`src/rtl/barycentric_shader_if.sv`:
```
// Shaded-pixel handshake from the barycentric shader to the framebuffer writer.
// The producer drives pixel data and valid; the consumer drives ready.
interface barycentric_shader_if;
  logic        out_valid;
  logic        out_ready;
  logic [23:0] out_rgb;
  logic [15:0] out_z;
  logic [9:0]  out_x;
  logic [9:0]  out_y;

  modport master (
    output out_valid,
    output out_rgb,
    output out_z,
    output out_x,
    output out_y,
    input  out_ready
  );

  modport slave (
    input  out_valid,
    input  out_rgb,
    input  out_z,
    input  out_x,
    input  out_y,
    output out_ready
  );
endinterface

```
`src/rtl/barycentric_shader.sv`:
```
// Rejects pixels outside the triangle, then interpolates RGB and depth from the
// three vertex attributes with one time-shared multiplier and offers the result.
module barycentric_shader #(
  parameter int FRAC_BITS = 16,
  parameter int CNT_W     = 8
) (
  input  logic                 clk,
  input  logic                 rst,
  input  logic                 interp_done,
  input  logic [31:0]          w0,
  input  logic [31:0]          w1,
  input  logic [31:0]          w2,
  input  logic [23:0]          c0,
  input  logic [23:0]          c1,
  input  logic [23:0]          c2,
  input  logic [15:0]          z0,
  input  logic [15:0]          z1,
  input  logic [15:0]          z2,
  input  logic [9:0]           pix_x,
  input  logic [9:0]           pix_y,
  barycentric_shader_if.master out_if,
  output logic                 busy,
  output logic [CNT_W-1:0]     reject_cnt,
  output logic [CNT_W-1:0]     drop_cnt
);

  localparam int ACC_W = 51;
  localparam logic signed [ACC_W-1:0] HALF = 51'sd1 <<< (FRAC_BITS - 1);

  typedef enum logic [2:0] {
    S_IDLE,
    S_CHECK,
    S_MAC,
    S_ROUND,
    S_OUT
  } state_t;

  state_t state_q, state_d;

  logic                    done_q;
  logic                    ev;
  logic signed [31:0]      w_q [3];
  logic [23:0]             c_q [3];
  logic [15:0]             z_q [3];
  logic [9:0]              x_q, y_q;
  logic [1:0]              a_q, k_q;
  logic signed [ACC_W-1:0] acc_q;
  logic signed [ACC_W-1:0] slot_q [4];
  logic [23:0]             rgb_q;
  logic [15:0]             zo_q;
  logic [9:0]              ox_q, oy_q;
  logic [CNT_W-1:0]        reject_q, drop_q;

  logic                    outside;
  logic                    mac_last;
  logic signed [31:0]      w_sel;
  logic [23:0]             c_sel;
  logic [15:0]             z_sel;
  logic [15:0]             attr;
  logic signed [48:0]      mul_w, mul_a, prod;
  logic signed [ACC_W-1:0] prod_ext, acc_sum;
  logic signed [ACC_W-1:0] rnd [4];
  logic signed [ACC_W-1:0] rsum;

  function automatic logic [7:0] sat8(input logic signed [ACC_W-1:0] r);
    if (r < 0)              return '0;
    else if (r > 51'sd255)  return '1;
    else                    return r[7:0];
  endfunction

  function automatic logic [15:0] sat16(input logic signed [ACC_W-1:0] r);
    if (r < 0)               return '0;
    else if (r > 51'sd65535) return '1;
    else                     return r[15:0];
  endfunction

  assign ev       = interp_done & ~done_q;
  assign outside  = w_q[0][31] | w_q[1][31] | w_q[2][31];
  assign mac_last = (a_q == 2'd3) && (k_q == 2'd2);

  // Operand select: k picks the vertex, a picks the channel (R, G, B, Z).
  always_comb begin
    case (k_q)
      2'd0:    begin w_sel = w_q[0]; c_sel = c_q[0]; z_sel = z_q[0]; end
      2'd1:    begin w_sel = w_q[1]; c_sel = c_q[1]; z_sel = z_q[1]; end
      default: begin w_sel = w_q[2]; c_sel = c_q[2]; z_sel = z_q[2]; end
    endcase
    case (a_q)
      2'd0:    attr = {8'h00, c_sel[23:16]};
      2'd1:    attr = {8'h00, c_sel[15:8]};
      2'd2:    attr = {8'h00, c_sel[7:0]};
      default: attr = z_sel;
    endcase
    mul_w    = {{17{w_sel[31]}}, w_sel};
    mul_a    = {33'd0, attr};
    prod     = mul_w * mul_a;
    prod_ext = {{2{prod[48]}}, prod};
    acc_sum  = acc_q + prod_ext;
  end

  always_comb begin
    rsum = '0;
    for (int unsigned i = 0; i < 4; i++) begin
      rsum   = slot_q[i] + HALF;
      rnd[i] = rsum >>> FRAC_BITS;
    end
  end

  always_ff @(posedge clk) begin
    if (rst) state_q <= S_IDLE;
    else     state_q <= state_d;
  end

  always_comb begin
    state_d = state_q;
    case (state_q)
      S_IDLE:  if (ev) state_d = S_CHECK;
      S_CHECK: state_d = outside ? S_IDLE : S_MAC;
      S_MAC:   if (mac_last) state_d = S_ROUND;
      S_ROUND: state_d = S_OUT;
      S_OUT:   if (out_if.out_ready) state_d = S_IDLE;
      default: state_d = S_IDLE;
    endcase
  end

  always_comb begin
    busy             = (state_q != S_IDLE);
    out_if.out_valid = (state_q == S_OUT);
    out_if.out_rgb   = rgb_q;
    out_if.out_z     = zo_q;
    out_if.out_x     = ox_q;
    out_if.out_y     = oy_q;
    reject_cnt       = reject_q;
    drop_cnt         = drop_q;
  end

  always_ff @(posedge clk) begin
    if (rst) begin
      done_q   <= 1'b0;
      x_q      <= '0;
      y_q      <= '0;
      a_q      <= '0;
      k_q      <= '0;
      acc_q    <= '0;
      rgb_q    <= '0;
      zo_q     <= '0;
      ox_q     <= '0;
      oy_q     <= '0;
      reject_q <= '0;
      drop_q   <= '0;
      for (int unsigned i = 0; i < 3; i++) begin
        w_q[i] <= '0;
        c_q[i] <= '0;
        z_q[i] <= '0;
      end
      for (int unsigned i = 0; i < 4; i++) slot_q[i] <= '0;
    end else begin
      done_q <= interp_done;
      if (ev && state_q != S_IDLE && drop_q != '1)
        drop_q <= drop_q + CNT_W'(1);
      case (state_q)
        S_IDLE: begin
          if (ev) begin
            w_q[0] <= w0;  w_q[1] <= w1;  w_q[2] <= w2;
            c_q[0] <= c0;  c_q[1] <= c1;  c_q[2] <= c2;
            z_q[0] <= z0;  z_q[1] <= z1;  z_q[2] <= z2;
            x_q    <= pix_x;
            y_q    <= pix_y;
          end
        end
        S_CHECK: begin
          if (outside) begin
            if (reject_q != '1) reject_q <= reject_q + CNT_W'(1);
          end else begin
            acc_q <= '0;
            a_q   <= '0;
            k_q   <= '0;
          end
        end
        S_MAC: begin
          // The third product of each channel goes straight into its slot.
          if (k_q == 2'd2) begin
            slot_q[a_q] <= acc_sum;
            acc_q       <= '0;
            k_q         <= '0;
            a_q         <= a_q + 2'd1;
          end else begin
            acc_q <= acc_sum;
            k_q   <= k_q + 2'd1;
          end
        end
        S_ROUND: begin
          rgb_q <= {sat8(rnd[0]), sat8(rnd[1]), sat8(rnd[2])};
          zo_q  <= sat16(rnd[3]);
          ox_q  <= x_q;
          oy_q  <= y_q;
        end
        default: ;
      endcase
    end
  end

endmodule
```
`src/flat_wrapper.sv`:
```
// flat-port wrapper written by rule: the top's interface ports become plain ports
module barycentric_shader_flat 
#(
  parameter int FRAC_BITS = 16,
  parameter int CNT_W     = 8
)
  (clk, rst, interp_done, w0, w1, w2, c0, c1, c2, z0, z1, z2, pix_x, pix_y, busy, reject_cnt, drop_cnt, out_if_out_valid, out_if_out_rgb, out_if_out_z, out_if_out_x, out_if_out_y, out_if_out_ready);
  barycentric_shader_if out_if_i ();
  input  logic clk;
  input  logic rst;
  input  logic interp_done;
  input  logic [31:0] w0;
  input  logic [31:0] w1;
  input  logic [31:0] w2;
  input  logic [23:0] c0;
  input  logic [23:0] c1;
  input  logic [23:0] c2;
  input  logic [15:0] z0;
  input  logic [15:0] z1;
  input  logic [15:0] z2;
  input  logic [9:0] pix_x;
  input  logic [9:0] pix_y;
  output logic busy;
  output logic [CNT_W-1:0] reject_cnt;
  output logic [CNT_W-1:0] drop_cnt;
  output wire logic [$bits(out_if_i.out_valid)-1:0] out_if_out_valid;
  output wire logic [$bits(out_if_i.out_rgb)-1:0] out_if_out_rgb;
  output wire logic [$bits(out_if_i.out_z)-1:0] out_if_out_z;
  output wire logic [$bits(out_if_i.out_x)-1:0] out_if_out_x;
  output wire logic [$bits(out_if_i.out_y)-1:0] out_if_out_y;
  input wire logic [$bits(out_if_i.out_ready)-1:0] out_if_out_ready;
  assign out_if_out_valid = out_if_i.out_valid;
  assign out_if_out_rgb = out_if_i.out_rgb;
  assign out_if_out_z = out_if_i.out_z;
  assign out_if_out_x = out_if_i.out_x;
  assign out_if_out_y = out_if_i.out_y;
  assign out_if_i.out_ready = out_if_out_ready;
  barycentric_shader #(.FRAC_BITS(FRAC_BITS), .CNT_W(CNT_W)) u_core (.clk(clk), .rst(rst), .interp_done(interp_done), .w0(w0), .w1(w1), .w2(w2), .c0(c0), .c1(c1), .c2(c2), .z0(z0), .z1(z1), .z2(z2), .pix_x(pix_x), .pix_y(pix_y), .out_if(out_if_i), .busy(busy), .reject_cnt(reject_cnt), .drop_cnt(drop_cnt));
endmodule
```
`config.mk`:
```
export PLATFORM = sky130hd
export DESIGN_NAME = barycentric_shader_flat
export DESIGN_NICKNAME = d
export VERILOG_FILES = /design/src/rtl/barycentric_shader_if.sv /design/src/rtl/barycentric_shader.sv /design/src/flat_wrapper.sv
export SDC_FILE = /design/constraint.sdc
export NUM_CORES = 2
export LEC_CHECK = 0
export BUFFER_PORTS_ARGS = -buffer_cell sky130_fd_sc_hd__buf_2
export CAP_MARGIN = 25
export CORE_ASPECT_RATIO = 1.2
export CORE_UTILIZATION = 55
export DETAILED_ROUTE_END_ITERATION = 8
export PLACE_DENSITY = 0.83
export SLEW_MARGIN = 5
export SYNTH_ARGS = -nofsm -noshare
export SYNTH_HDL_FRONTEND = slang
export SYNTH_SLANG_ARGS = --single-unit
```
`constraint.sdc`:
```
create_clock -name clk -period 8.4 [get_ports clk]
set_input_delay 1.68 -clock clk [delete_from_list [all_inputs] [get_ports clk]]
set_output_delay 1.68 -clock clk [all_outputs]
set_load 0.03 [all_outputs]
```
==> summary by stage <==
Power and ir drop
In this run the power density over the cells is around 200 mW/mm2. The leakage power figure is 22.14 nW. Across the VDD grid, the largest voltage drop is approximately 0.00019 V.

Global routing
The total global routing track utilization is 0.2862. The initial antenna violation count is 4. The final global-route overflow total is 0. The via count of the first global-routing pass is 33,910.

The maximum number of pins on one net before global-route repair is 171. The global-route wire length before repair is 178.3 mm.

Die
In this run the horizontal extent of the chip is 258.0 um. During I/O placement, the number of pins put on the boundary was 318. The area inside the core boundary is 0.07777 mm2. The chip height is between 300 and 400 um.

The floorplan has 112 rows. The effective utilization at floorplan is 0.5562. The floorplan step defined a die boundary enclosing 0.07978 mm2.

STA
The final hold violation count came to 0. The max-slew violation total from the final report is 0. The setup TNS is 0 ns. The worst path in the final design needs a cycle of 8.082 ns, including I/O delays and setup. The maximum operating frequency is 0.1237 GHz. The number of setup violations in the final report is 0. The actual transition at the worst max-transition pin is between 1 and 1.5 ns. The fraction of the cycle the final worst path needs is 0.9621.

Clock skew on the completed layout was measured at 0.04194 ns. Measured against its own limit, the worst slew margin works out to 0.2865.

Finish
After filler insertion, the fill cell instance count of the layout stands at 6,029. The fraction of final layout cells with drive strength greater than 1 is 0.1325. At the end of the flow, the number of nets in the layout was 5,765.

With fillers left out, the area of the finished cells amounts to 0.04861 mm2. The post-synthesis to final-layout area growth is 12.38%.

Worst setup path
The maximum fanout count along the critical path is 27. The kind of capture point of the worst setup path is a flip-flop. The arrival time at the worst endpoint is 8.43 ns. The worst reg2reg path depth is 24.

The critical path class is reg -> reg. STA classifies the critical path startpoint as a flip-flop. Data on the critical path is required at its endpoint by 8.75 ns.

CTS
Buffers inserted to repair hold after CTS numbered 0. The clock latency on the worst-skew pair is roughly 0.65 ns. The CTS H-tree depth is 2. The longest clock path from root to sink contains 3 buffers. The number of CTS-inserted buffers is 52. The sink count of the clock tree is around 520. The clock-pin slew of the registers on the worst-case setup and hold paths is about 0.060 ns. TritonCTS built the clock tree. The clock root buffer is clkbuf_16.

Drt
The detailed router's first-iteration violation count is 2,736. The amount of wire on met2 after detailed routing is 53.13 mm. After detailed routing, the met3 layer carries 9.703 mm of wire. The first-pass detailed-route iteration total is 6. The total DRC errors in the routed layout is 0.

The routed via count divided by cell count is 5.567. The routed length on met1 is 43.14 mm. The total number of vias is 32,870. The average wire per standard cell is 19.14 um. The number of routed nets with antenna violations is 0. Routed signal wires occupy layers up through met5.

Summed over all layers, the routed wires come to ~110 mm.

Logic synthesis
Of the synthesized area, sequential elements account for 0.3216. The Yosys step of the flow raised 0 warnings. When the netlist entered floorplanning its net count stood at 5,437.

The mean post-synth cell area is 9.602 um2. Summing every instance area after synthesis gives approximately 0.043 mm2. Counting flops and latches in the post-synthesis netlist gives 515. The number of distinct library cell variants in the gate-level netlist after synthesis is 93. Counting flops with an async set or reset pin after synthesis yields a share of 0. Counting flops with a built-in enable in the synthesized netlist gives 360. Synthesis produced a netlist whose cell count is 4,505. The most used flip-flop cell after synthesis is edfxtp_1.

Status
The flow ran to the end, and the final reports show no timing, DRC or antenna violations.

Min path
The worst hold path class is reg -> reg. The cell count of the worst hold path is 1.

Placement
The total half-perimeter wirelength after legalization and detailed placement is 88.88 mm. Buffers placed on the I/O ports in this run total roughly 320. Routability-driven placement finished with a final weighted congestion of 0.9557. After detailed placement, the total cell area comes to 0.04669 mm2.

Flow run
The number of max-cap violations is 0.
==> cells in the final DEF, fill, tap and decap left out, types with 14 or more instances in the layout <==
cell type / n
inv_1: 847
fa_1: 560
nor2_1: 557
nand2_1: 453
edfxtp_1: 360
buf_2: 317
and2_1: 227
dfxtp_1: 153
buf_4: 140
ha_1: 131
a21oi_1: 105
o21ai_0: 94
mux2i_1: 74
xnor2_1: 66
nand3_1: 56
clkbuf_16: 52
xor2_1: 48
a21o_1: 43
nand4_1: 42
o21ai_1: 39
o21a_1: 38
and3_1: 36
nor3_1: 32
a22o_1: 30
o211ai_1: 21
nand2b_1: 20
a22oi_1: 20
a31oi_1: 18
and4_1: 17
buf_12: 16
a32oi_1: 14
==> critical path, stage by stage, from the launching register on <==
cell and delay [ns]:
dfxtp_4 0.50, buf_12 0.16, buf_12 0.21, mux2_2 0.20, o211a_1 0.69, nand2_1 0.20
fa_1 0.57, inv_1 0.05, fa_1 0.47, fa_1 0.52, fa_1 0.55, fa_1 0.56
inv_1 0.06, fa_1 0.54, inv_1 0.05, ha_1 0.33, a21o_1 0.23, a21o_1 0.19
a221oi_1 0.30, o21ai_0 0.22, o21ba_2 0.30, o21ai_1 0.11, a21boi_1 0.26, xor2_2 0.39
nor2_1 0.10
==> metal layers <==
metal | global-route usage | vias to the layer above
li1 | - | 14890
met1 | 0.3569 | 15900
met2 | 0.4745 | 1666
met3 | 0.05057 | 412
met4 | 0.1577 | 6
met5 | 0 | -
==> area by class of cell <==
class	count	area [um2]	share of cell area
antenna	3	7.507	0.0001544
clock buffer	61	1365	0.02808
timing repair buffer	475	2974	0.06118
sequential	515	13920	0.2864
multi-input combinational	2941	25470	0.5239
inverter	848	3191	0.06564
tap	1026	1284	0.02641
clock inverter	36	401.6	0.008262
==> logic make-up (layout without fill, tap and decap cells) <==
group           after synthesis  after routing  synth area share
fa+ha+maj                   692            692            0.2974
compound gates              532            532           0.08284
simple gates               1519           1519            0.1629
other cells                   0              3                 0
xor+xnor                    120            120           0.02482
mux                          78             78           0.01816
buf+inv                    1049           1420           0.09230
flops                       515            515            0.3216
==> state kept, by name, indices dropped and copies added, names as in the netlist <==
name / count
u_core.z_q: 48
u_core.y_q: 10
u_core.slot_q: 144
u_core.state_q: 3
u_core.drop_cnt: 8
u_core.k_q: 2
u_core.out_if.out_y: 10
u_core.reject_cnt: 8
u_core.out_if.out_rgb: 24
u_core.done_q: 1
u_core.out_if.out_x: 10
u_core.w_q: 96
u_core.x_q: 10
u_core.c_q: 72
u_core.acc_q: 51
u_core.a_q: 2
u_core.out_if.out_z: 16
==> power breakdown <==
group | total [mW] | internal [mW] | switching (mW) | leakage (nW)
combinational | 4.31 | 1.58 | 2.73 | 16.2
clock | 2.40 | 1.32 | 1.08 | 0.844
sequential | 2.95 | 2.87 | 0.0788 | 5.06
==> cell usage after synthesis (21+ instances only) <==
master / instances / share of area
dfxtp_1: 155 / 0.072
ha_1: 132 / 0.038
and2_1: 227 / 0.033
nand3_1: 56 / 0.0065
o21a_1: 39 / 0.0068
mux2i_1: 74 / 0.017
a21o_1: 43 / 0.0075
and3_1: 37 / 0.0054
a22o_1: 30 / 0.0061
edfxtp_1: 360 / 0.25
inv_1: 848 / 0.074
o21ai_0: 94 / 0.011
nor3_1: 32 / 0.0037
clkbuf_1: 162 / 0.014
o21ai_1: 47 / 0.0054
o211ai_1: 21 / 0.0036
xnor2_1: 68 / 0.014
fa_1: 560 / 0.26
xor2_1: 49 / 0.0099
nand2_1: 453 / 0.039
nand4_1: 42 / 0.0061
nor2_1: 559 / 0.049
buf_2: 28 / 0.0032
a21oi_1: 106 / 0.012
==> final timing paths <==
| check | startpoint | end | slack [ns] |
|---|---|---|---|
| worst max-delay path | u_core.k_q[0]$_SDFFE_PP0P_ | u_core.slot_q[2][35]$_SDFFCE_PN0P_ | 0.32 |
| worst max register to register | u_core.k_q[0]$_SDFFE_PP0P_ | u_core.slot_q[2][35]$_SDFFCE_PN0P_ | 0.32 |
| worst min register to register | u_core.out_if.out_z[6]$_SDFFE_PP0P_ | u_core.out_if.out_z[6]$_SDFFE_PP0P_ | 0.44 |
| worst min-delay path | u_core.out_if.out_z[6]$_SDFFE_PP0P_ | u_core.out_if.out_z[6]$_SDFFE_PP0P_ | 0.44 |
==> metrics by stage <==
stage	power [mW]	util	setup slack [ns]	instances	hold WS, ns
floorplan	5.579	-	0.5637	4505	0.4250
finish	9.654	0.6250	0.3184	5905	0.4443
global placement	7.095	0.6001	0.1027	5795	0.4277
detailed placement	7.207	0.6003	-0.05391	5797	0.4336
global route	10.21	0.6250	-0.0005880	5903	0.4626
CTS	9.606	0.6233	0.08254	5895	0.4488
==> what timing repair did <==
item / in CTS / in global routing
setup buffers: 1 / 6
resized for setup: 1 / 10
setup endpoints to repair: 10 / 38
pin swaps: 0 / 0
Power figures use the tool's default switching activity.
